==> src/rtl/pipeline_mem_lsu.sv <==
// rtl/pipeline_mem_lsu.sv - MEM stage load/store unit with req/gnt/rvalid D-memory port and MEM/WB register
// Optional feature: define MEM_MISALIGN_TRAP_EN to trap misaligned H/W accesses instead of masking them.
module pipeline_mem_lsu #(
    parameter int ADDR_W      = 32,
    parameter int RES_SRC_W   = 4,
    parameter int TIMEOUT_CYC = 255
) (
    input  logic                 clk,
    input  logic                 reset,
    input  logic                 mem_read_e_i,
    input  logic                 mem_write_e_i,
    input  logic [2:0]           dmem_type_e_i,
    input  logic [31:0]          alu_result_e_i,
    input  logic [31:0]          store_data_e_i,
    input  logic [31:0]          extended_imm_e_i,
    input  logic [31:0]          pc_plus4_e_i,
    input  logic                 reg_write_en_e_i,
    input  logic [4:0]           rd_idx_e_i,
    input  logic [RES_SRC_W-1:0] result_src_e_i,
    output logic                 stall_m_o,
    output logic                 dmem_req_o,
    output logic                 dmem_we_o,
    output logic [ADDR_W-1:0]    dmem_addr_o,
    output logic [3:0]           dmem_be_o,
    output logic [31:0]          dmem_wdata_o,
    input  logic                 dmem_gnt_i,
    input  logic                 dmem_rvalid_i,
    input  logic [31:0]          dmem_rdata_i,
    output logic [31:0]          mem_read_data_m_o,
    output logic [31:0]          alu_result_m_o,
    output logic [31:0]          extended_imm_m_o,
    output logic [31:0]          pc_plus4_m_o,
    output logic                 reg_write_en_m_o,
    output logic [4:0]           rd_idx_m_o,
    output logic [RES_SRC_W-1:0] result_src_m_o,
    output logic                 bus_err_m_o,
    output logic                 misalign_m_o,
    output logic [31:0]          bypass_m_o
);

    localparam logic [1:0] S_IDLE     = 2'd0;
    localparam logic [1:0] S_WAIT_GNT = 2'd1;
    localparam logic [1:0] S_WAIT_RD  = 2'd2;
    localparam int CNT_W = (TIMEOUT_CYC > 0) ? $clog2(TIMEOUT_CYC + 1) : 1;

    logic [1:0]       r_state;
    logic [1:0]       w_next;
    logic [CNT_W-1:0] r_cnt;
    logic             w_is_load;
    logic [1:0]       w_size;
    logic [1:0]       w_ofs;
    logic             w_misalign;
    logic             w_access;
    logic             w_timeout;
    logic             w_stall;
    logic             w_req;
    logic             w_load_done;
    logic [3:0]       w_be;
    logic [31:0]      w_wdata;
    logic [31:0]      w_shifted;
    logic [31:0]      w_load_ext;

    assign w_is_load = mem_read_e_i;
    assign w_size    = dmem_type_e_i[1:0];

`ifdef MEM_MISALIGN_TRAP_EN
    assign w_misalign = (mem_read_e_i | mem_write_e_i) &
                        (((w_size == 2'b01) & alu_result_e_i[0]) |
                         ((w_size == 2'b10) & (alu_result_e_i[1:0] != 2'b00)));
    assign w_ofs      = alu_result_e_i[1:0];
`else
    assign w_misalign = 1'b0;
    assign w_ofs      = (w_size == 2'b10) ? 2'b00 :
                        (w_size == 2'b01) ? {alu_result_e_i[1], 1'b0} : alu_result_e_i[1:0];
`endif

    assign w_access  = (mem_read_e_i | mem_write_e_i) & ~w_misalign;
    // The timeout window covers WAIT_GNT and WAIT_RD together; the abort cycle follows the last allowed wait cycle.
    assign w_timeout = (TIMEOUT_CYC != 0) && (r_state != S_IDLE) && (r_cnt == CNT_W'(TIMEOUT_CYC));

    // Access FSM: next state, request and stall; grant/rvalid are ignored in the abort cycle.
    always_comb begin
        w_next      = r_state;
        w_stall     = 1'b0;
        w_req       = 1'b0;
        w_load_done = 1'b0;
        case (r_state)
            S_IDLE: begin
                w_req = w_access;
                if (w_access) begin
                    if (!dmem_gnt_i) begin
                        w_next  = S_WAIT_GNT;
                        w_stall = 1'b1;
                    end else if (w_is_load) begin
                        w_next  = S_WAIT_RD;
                        w_stall = 1'b1;
                    end
                end
            end
            S_WAIT_GNT: begin
                if (w_timeout) begin
                    w_next = S_IDLE;
                end else begin
                    w_req = 1'b1;
                    if (!dmem_gnt_i) begin
                        w_stall = 1'b1;
                    end else if (w_is_load) begin
                        w_next  = S_WAIT_RD;
                        w_stall = 1'b1;
                    end else begin
                        w_next = S_IDLE;
                    end
                end
            end
            S_WAIT_RD: begin
                if (w_timeout) begin
                    w_next = S_IDLE;
                end else if (dmem_rvalid_i) begin
                    w_next      = S_IDLE;
                    w_load_done = 1'b1;
                end else begin
                    w_stall = 1'b1;
                end
            end
            default: w_next = S_IDLE;
        endcase
    end

    // Store lane placement and load lane extraction with sign/zero extension.
    always_comb begin
        w_be      = 4'hF;
        w_wdata   = store_data_e_i;
        w_shifted = dmem_rdata_i >> {w_ofs, 3'b000};
        w_load_ext = w_shifted;
        case (w_size)
            2'b00: begin
                w_be       = 4'b0001 << w_ofs;
                w_wdata    = {4{store_data_e_i[7:0]}};
                w_load_ext = dmem_type_e_i[2] ? {24'b0, w_shifted[7:0]} :
                                                {{24{w_shifted[7]}}, w_shifted[7:0]};
            end
            2'b01: begin
                w_be       = 4'b0011 << {w_ofs[1], 1'b0};
                w_wdata    = {2{store_data_e_i[15:0]}};
                w_load_ext = dmem_type_e_i[2] ? {16'b0, w_shifted[15:0]} :
                                                {{16{w_shifted[15]}}, w_shifted[15:0]};
            end
            default: begin
                w_be       = 4'hF;
                w_wdata    = store_data_e_i;
                w_load_ext = w_shifted;
            end
        endcase
    end

    assign stall_m_o    = ~reset & w_stall;
    assign dmem_req_o   = ~reset & w_req;
    assign dmem_we_o    = ~reset & mem_write_e_i & ~mem_read_e_i;
    assign dmem_addr_o  = reset ? '0 : {alu_result_e_i[ADDR_W-1:2], 2'b00};
    assign dmem_be_o    = reset ? 4'h0 : w_be;
    assign dmem_wdata_o = reset ? 32'h0 : w_wdata;

    // FSM state and wait-cycle counter; the counter only runs while an access is outstanding.
    always_ff @(posedge clk or posedge reset) begin
        if (reset) begin
            r_state <= S_IDLE;
            r_cnt   <= '0;
        end else begin
            r_state <= w_next;
            r_cnt   <= (r_state == S_IDLE) ? '0 : r_cnt + CNT_W'(1);
        end
    end

    // MEM/WB register: capture on completion, otherwise hold and send a bubble into WB.
    always_ff @(posedge clk or posedge reset) begin
        if (reset) begin
            mem_read_data_m_o <= '0;
            alu_result_m_o    <= '0;
            extended_imm_m_o  <= '0;
            pc_plus4_m_o      <= '0;
            reg_write_en_m_o  <= 1'b0;
            rd_idx_m_o        <= '0;
            result_src_m_o    <= '0;
            bus_err_m_o       <= 1'b0;
            misalign_m_o      <= 1'b0;
        end else if (!w_stall) begin
            mem_read_data_m_o <= w_load_done ? w_load_ext : 32'h0;
            alu_result_m_o    <= alu_result_e_i;
            extended_imm_m_o  <= extended_imm_e_i;
            pc_plus4_m_o      <= pc_plus4_e_i;
            reg_write_en_m_o  <= reg_write_en_e_i & ~w_timeout & ~w_misalign;
            rd_idx_m_o        <= rd_idx_e_i;
            result_src_m_o    <= result_src_e_i;
            bus_err_m_o       <= w_timeout;
            misalign_m_o      <= w_misalign;
        end else begin
            reg_write_en_m_o  <= 1'b0;
            bus_err_m_o       <= 1'b0;
            misalign_m_o      <= 1'b0;
        end
    end

    // Forwarding value chosen by the one-hot WB select.
    always_comb begin
        bypass_m_o = ({32{result_src_m_o[0]}} & alu_result_m_o)    |
                     ({32{result_src_m_o[1]}} & mem_read_data_m_o) |
                     ({32{result_src_m_o[2]}} & extended_imm_m_o)  |
                     ({32{result_src_m_o[3]}} & pc_plus4_m_o);
    end

endmodule

==> config.mk <==
export PLATFORM = sky130hd
export DESIGN_NAME = pipeline_mem_lsu
export DESIGN_NICKNAME = d
export VERILOG_FILES = /design/src/rtl/pipeline_mem_lsu.sv
export SDC_FILE = /design/constraint.sdc
export NUM_CORES = 1
export LEC_CHECK = 0
export CAP_MARGIN = 15
export CORE_AREA = 3 3 162 164
export CTS_BUF_LIST = sky130_fd_sc_hd__clkbuf_8 sky130_fd_sc_hd__clkbuf_16
export CTS_CLUSTER_SIZE = 14
export DETAILED_ROUTE_END_ITERATION = 7
export DIE_AREA = 0 0 165 167
export HOLD_SLACK_MARGIN = 0.05
export PLACE_DENSITY = 0.73
export SLEW_MARGIN = 15
export SYNTH_ARGS = -nofsm -noshare
export SYNTH_HDL_FRONTEND = slang
export SYNTH_SLANG_ARGS = --single-unit
==> constraint.sdc <==
create_clock -name clk -period 8.8 [get_ports clk]
set_input_delay 2.64 -clock clk [delete_from_list [all_inputs] [get_ports clk]]
set_output_delay 2.64 -clock clk [all_outputs]
set_load 0.01 [all_outputs]
# ---- Word level (Yosys, flattened, before mapping)
# Cells that the tools add are included.
dict set report totals {
  input_bits 179
  regBits 149
  out_inout_bits 243
  wordCells 79
}
dict set report classes {
  n_bitwise 16
  n_addsub 1
  shifts 3
  eq_ne 9
  n_mux 35
  n_reduce_logical 5
}
# op count
set ops {}
lappend ops {{$mux 32} 5}
lappend ops {{$and 32x32->32} 4}
lappend ops {{$pmux 32 s2} 2}
lappend ops {{$or 32x32->32} 3}
lappend ops {{$shr 32x5->32} 1}
lappend ops {{$mux 2} 9}
lappend ops {{$mux 1} 13}
lappend ops {{$ne 3x3->1 const B} 3}
lappend ops {{$add 8x1->8 const B} 1}
lappend ops {{$eq 8x8->1 const B} 1}
lappend ops {{$mux 8} 1}
lappend ops {{$pmux 4 s2} 1}
lappend ops {{$pmux 2 s3} 1}
lappend ops {{$and 1x1->1} 5}
lappend ops {{$eq 2x1->1 const B} 2}
lappend ops {{$eq 2x2->1 const B} 2}
lappend ops {{$logic_not 2->1} 2}
lappend ops {{$mux 4} 1}
lappend ops {{$reduce_and 4->1} 1}
lappend ops {{$shl 1x2->4 const A} 1}
lappend ops {{$shl 2x2->4 const A} 1}
lappend ops {{$not 1->1} 3}
lappend ops {{$pmux 1 s3} 1}
lappend ops {{$ne 2x2->1 const B} 1}
lappend ops {{4 further kinds} 4}

# ---- Depth between registers and ports, before layout
dict set report depth {
  word_depth 7
  depth_mapped 9
  mapped_depth_nobuf 6
}

# ---- Worst setup path after synthesis
# No wires, ideal clock.
dict set report synth_timing {
  path_kind {input to output}
  from {input mem_write_e_i}
  to {output stall_m_o}
  path_buffers 2
  t_required_ps 6160
  path_stages 6
  path_slack_ps 2566
  arrival_time_ps 3594
  path_cell_list {o21ba_2 -> o21bai_1 -> o21a_1 -> buf_2 -> clkbuf_1 -> nor2_1}
}
dict set report synth_via {
  elab_chain_cells 4
}
# element line
set synth_lines {}
lappend synth_lines {{start, declared} 11} ;# input logic mem_write_e_i,
lappend synth_lines {{$or 1x1->1} 77} ;# assign w_access = (mem_read_e_i | mem_write_e_i) & ~w_misalign;
lappend synth_lines {{$mux 1} 90} ;# if (w_access) begin
lappend synth_lines {{$pmux 1 s3} 87} ;# case (r_state)
lappend synth_lines {{$and 1x1->1} 156} ;# assign stall_m_o = ~reset & w_stall;
lappend synth_lines {{end, declared} 20} ;# output logic stall_m_o,
# Every way passes these cells.

# ---- Worst setup path in the final report
dict set report layout_timing {
  from {input dmem_type_e_i[0]}
  to {output dmem_wdata_o[9]}
}
dict set report layout_via {
  elab_chain_cells 3
  word_cells_on_any_way 4
  classes_between {1 x eq/ne; 2 x mux; 1 x reduce/logical}
}
# element line
set layout_lines {}
lappend layout_lines {{start, declared} 12} ;# input logic [2:0] dmem_type_e_i,
lappend layout_lines {{$eq 2x1->1 or $logic_not 2->1 (tied branches)} 135} ;# case (w_size)
lappend layout_lines {{$pmux 32 s2 (*)} 135}
lappend layout_lines {{$mux 32 (*)} 161} ;# assign dmem_wdata_o = reset ? 32'h0 : w_wdata;
lappend layout_lines {{end, declared} 25} ;# output logic [31:0] dmem_wdata_o,
# Every way passes the cells marked *; elsewhere a longest branch is shown, timed or not.

==> flow_metrics.env <==
export IMPL_outcome="finished, final reports clean"
export IMPL_clkSinkCount=149
export IMPL_synth_seq_cells=149
export IMPL_grt_first_pass_wirelength_mm=50.0
export IMPL_syn_to_final_growth_pct=62.8
export IMPL_grt_antenna_before_repair=2
export IMPL_drt_iter0_markers=571
export IMPL_p_clk_share_pct=24.0
export IMPL_timing_slew_headroom_pct=24.3
export IMPL_hold_violations=0
export IMPL_worstReg2RegEnd="mem_read_data_m_o[12]"
export IMPL_synth_top_area_share_pct=47.4
export IMPL_max_freq_mhz=136
export IMPL_synthCells=948
export IMPL_critPathMaxStageDelay_ns=0.59
export IMPL_port_buffer_count=418
export IMPL_fin_util_pct=51.1
export IMPL_coreArea_um2=25000
export IMPL_synth_compound_area_share_pct=15.4
export IMPL_cts_setup_buffers=0
export IMPL_rows=58
export IMPL_period_needed_ns=7.38
export IMPL_postSynthAreaPerCell_um2=8.30
export IMPL_cts_tree="built"
export IMPL_yosysMostFrequentCell="nand2_1"
export IMPL_internal_power_mw=1.92
export IMPL_drive_gt1_share_pct=5.90
export IMPL_die_area_um2=27600
export IMPL_dr_pass1_iters=6
export IMPL_synthTopCellsByArea="dfrtp_1 (47%), nand2_1 (19%), a22oi_1 (6.8%)"
export IMPL_synth_area_um2=7870
export IMPL_die_x_um=165
export IMPL_h_tree_depth=4
export IMPL_end_kind="output port"
export IMPL_setup_viol=0
export IMPL_synth_common_cells="nand2_1 (403), dfrtp_1 (149), a22oi_1 (71)"
export IMPL_worstPathMaxFanout=17
export IMPL_postCtsHoldBufs=0
export IMPL_irDropWorstVdd_mv=0.115
export IMPL_whs_endpoint="r_cnt[0]"
export IMPL_vias=8333
export IMPL_crit_path_top_delay_cell="clkdlybuf4s50_1"
export IMPL_rsz0062_at_grt="no"
export IMPL_route_antenna_remaining_nets=0
export IMPL_grt_max_degree=93
export IMPL_worstHoldStart="r_cnt[0]"
export IMPL_grt_usage_pct=23.8
export IMPL_wirelength_mm=33.8
export IMPL_finalSetupTns_ns=0
export IMPL_sw_frac_of_total_pct=36.0
export IMPL_reg2regPathDepth=8
export IMPL_p_sw_mw=1.08
export IMPL_yosysSeqAreaShare_pct=47.4
export IMPL_critPathLaunchType="input pin"
export IMPL_synth_edf_count=0
export IMPL_remaining_drc_errors=0
export IMPL_ff2ff_setup_slack_ns=5.97
export IMPL_arrival_ns=4.74
export IMPL_hp_class="register to register"
export IMPL_clock_path_buffers=2
export IMPL_synthFlopType="dfrtp_1"
export IMPL_finClkSkew_ns=0.00986
export IMPL_yosys_area_top_type="dfrtp_1"
export IMPL_clk_pin_slew_worst_paths_ns=0.06
export IMPL_routabilityCongestion=0.855
export IMPL_yosys_area_share_simple_pct=26.8
export IMPL_synth_top_family_by_area="simple AND/OR/NAND/NOR gates"
export IMPL_synth_async_reset_ratio_pct=100
export IMPL_grt_overflow_total=0
export IMPL_p_leak_nw=5.81
export IMPL_holdPathStages=1
export IMPL_nets=1507
export IMPL_synthXorXnorAreaFrac_pct=0.652
export IMPL_cp_required_ns=6.16
export IMPL_critPathKind="input pin to output port"
export IMPL_via_per_inst=4.99
export IMPL_pwr_share_seq_pct=33.8
export IMPL_io_pins=422
export IMPL_initial_core_util_pct=31.4
export IMPL_cap_violations=0
export IMPL_synth_adder_area_share_pct=0.159
export IMPL_grt_pass1_vias=8384
export IMPL_cts_root_buf="clkbuf_16"
export IMPL_maxSlewViolCount=0
export IMPL_tightestPinTransition_ns=1.13
export IMPL_power_share_combinational_pct=42.2
export IMPL_dp_hpwl_mm=25.2
export IMPL_synthMuxAreaShare_pct=4.96
export IMPL_cts_resized=0
export IMPL_yosysWarnings=0
export IMPL_final_period_utilization_pct=83.9
export IMPL_cts_buffers=17
export IMPL_power_density_nw_per_um2=235
export IMPL_dieHeight_um=167
export IMPL_synth_distinct_cells=50
export IMPL_clk_latency_ns=0.42
export IMPL_reg2reg_from="r_cnt[0]"
export IMPL_path_cells="clkdlybuf4s50_1, buf_4, inv_1, nand2_1, nand2_1, a21oi_1, clkdlybuf4s50_1"
export IMPL_routedWlPerCell_um=20.2
registers in the layout, summed over array words and instances (netlist names):
signal	flops
extended_imm_m_o	32
pc_plus4_m_o	32
r_cnt	8
r_state	2
alu_result_m_o	32
result_src_m_o	4
mem_read_data_m_o	32
reg_write_en_m_o	1
rd_idx_m_o	5
bus_err_m_o	1
through the flow:
stage | worst slack, ns | power (mW) | cell area [um2] | hold WS, ns | instances
after CTS | 1.41 | 3.04 | 12800 | 0.469 | 1668
after global placement | 1.43 | 2.28 | 12200 | 0.448 | 1638
after global routing | 1.29 | 3.18 | 12800 | 0.485 | 1670
final | 1.42 | 3.01 | 12800 | 0.472 | 1670
after detailed placement | 1.41 | 2.30 | 12200 | 0.461 | 1638
after floorplan | 1.79 | 1.52 | 7870 | 0.433 | 950
cells in the final DEF (no fill, tap or decap), types with 8 or more instances in the layout:
cell             count
a21oi_1             33
clkbuf_16           17
o21ai_0             12
dfrtp_1            149
a22oi_1             71
clkdlybuf4s50_1    416
o21ai_2             10
mux2_2               8
nor2_1              40
buf_4               12
mux2i_1             30
nand2_1            403
nor2b_1             41
metal layers:
layer	vias to the layer above	GRT usage, %	routed length (um)
li1	3893	-	-
met1	3988	29.1	13700
met2	390	39.2	16100
met3	62	6.72	2840
met4	0	9.88	1160
met5	-	0	0
worst max-delay path: cells and delay by family:
kind	cells	cell delay, ns
and+or+nand+nor	2	0.46
buffers and inverters	4	1.40
AOI/OAI and AO/OA	1	0.23
power groups by stage:
stage          clock network [mW]  logic [mW]  registers, mW
2_1_floorplan                   0       0.484           1.04
3_3_place_gp                    0        1.27           1.02
3_5_place_dp                    0        1.28           1.02
4_1_cts                     0.739        1.28           1.01
5_1_grt                     0.768        1.37           1.04
6_report                    0.722        1.27           1.01
final cells by class:
| class | instances | area [um2] |
|---|---|---|
| Fill cell | 2327 | 12200 |
| Inverter | 5 | 23.8 |
| Clock inverter | 12 | 131 |
| Clock buffer | 18 | 439 |
| Tap cell | 330 | 413 |
| Multi-Input combinational cell | 724 | 3800 |
| Timing Repair Buffer | 430 | 4260 |
| Sequential cell | 149 | 3730 |
| Antenna cell | 2 | 5.00 |
worst max-delay path by stage:
| stage | startpoint | end | slack, ns | cells past startpoint |
|---|---|---|---|---|
| floorplan | reset | alu_result_m_o[0] | 1.79 | 3 |
| global placement | dmem_type_e_i[0] | dmem_wdata_o[9] | 1.43 | 7 |
| detailed placement | dmem_type_e_i[0] | dmem_wdata_o[9] | 1.41 | 7 |
| CTS | dmem_type_e_i[0] | dmem_wdata_o[9] | 1.41 | 7 |
| global route | dmem_type_e_i[0] | dmem_wdata_o[9] | 1.29 | 7 |
| finish | dmem_type_e_i[0] | dmem_wdata_o[9] | 1.42 | 7 |
cell families after synthesis:
kind of cell / after synthesis
AND/OR/NAND/NOR: 510
AO/OA/AOI/OAI: 167
flip-flops: 149
buffers and inverters: 77
multiplexers: 38
XOR/XNOR: 5
adder cells (fa/ha/maj): 1
other: 1
(Power assumes the default switching activity.)
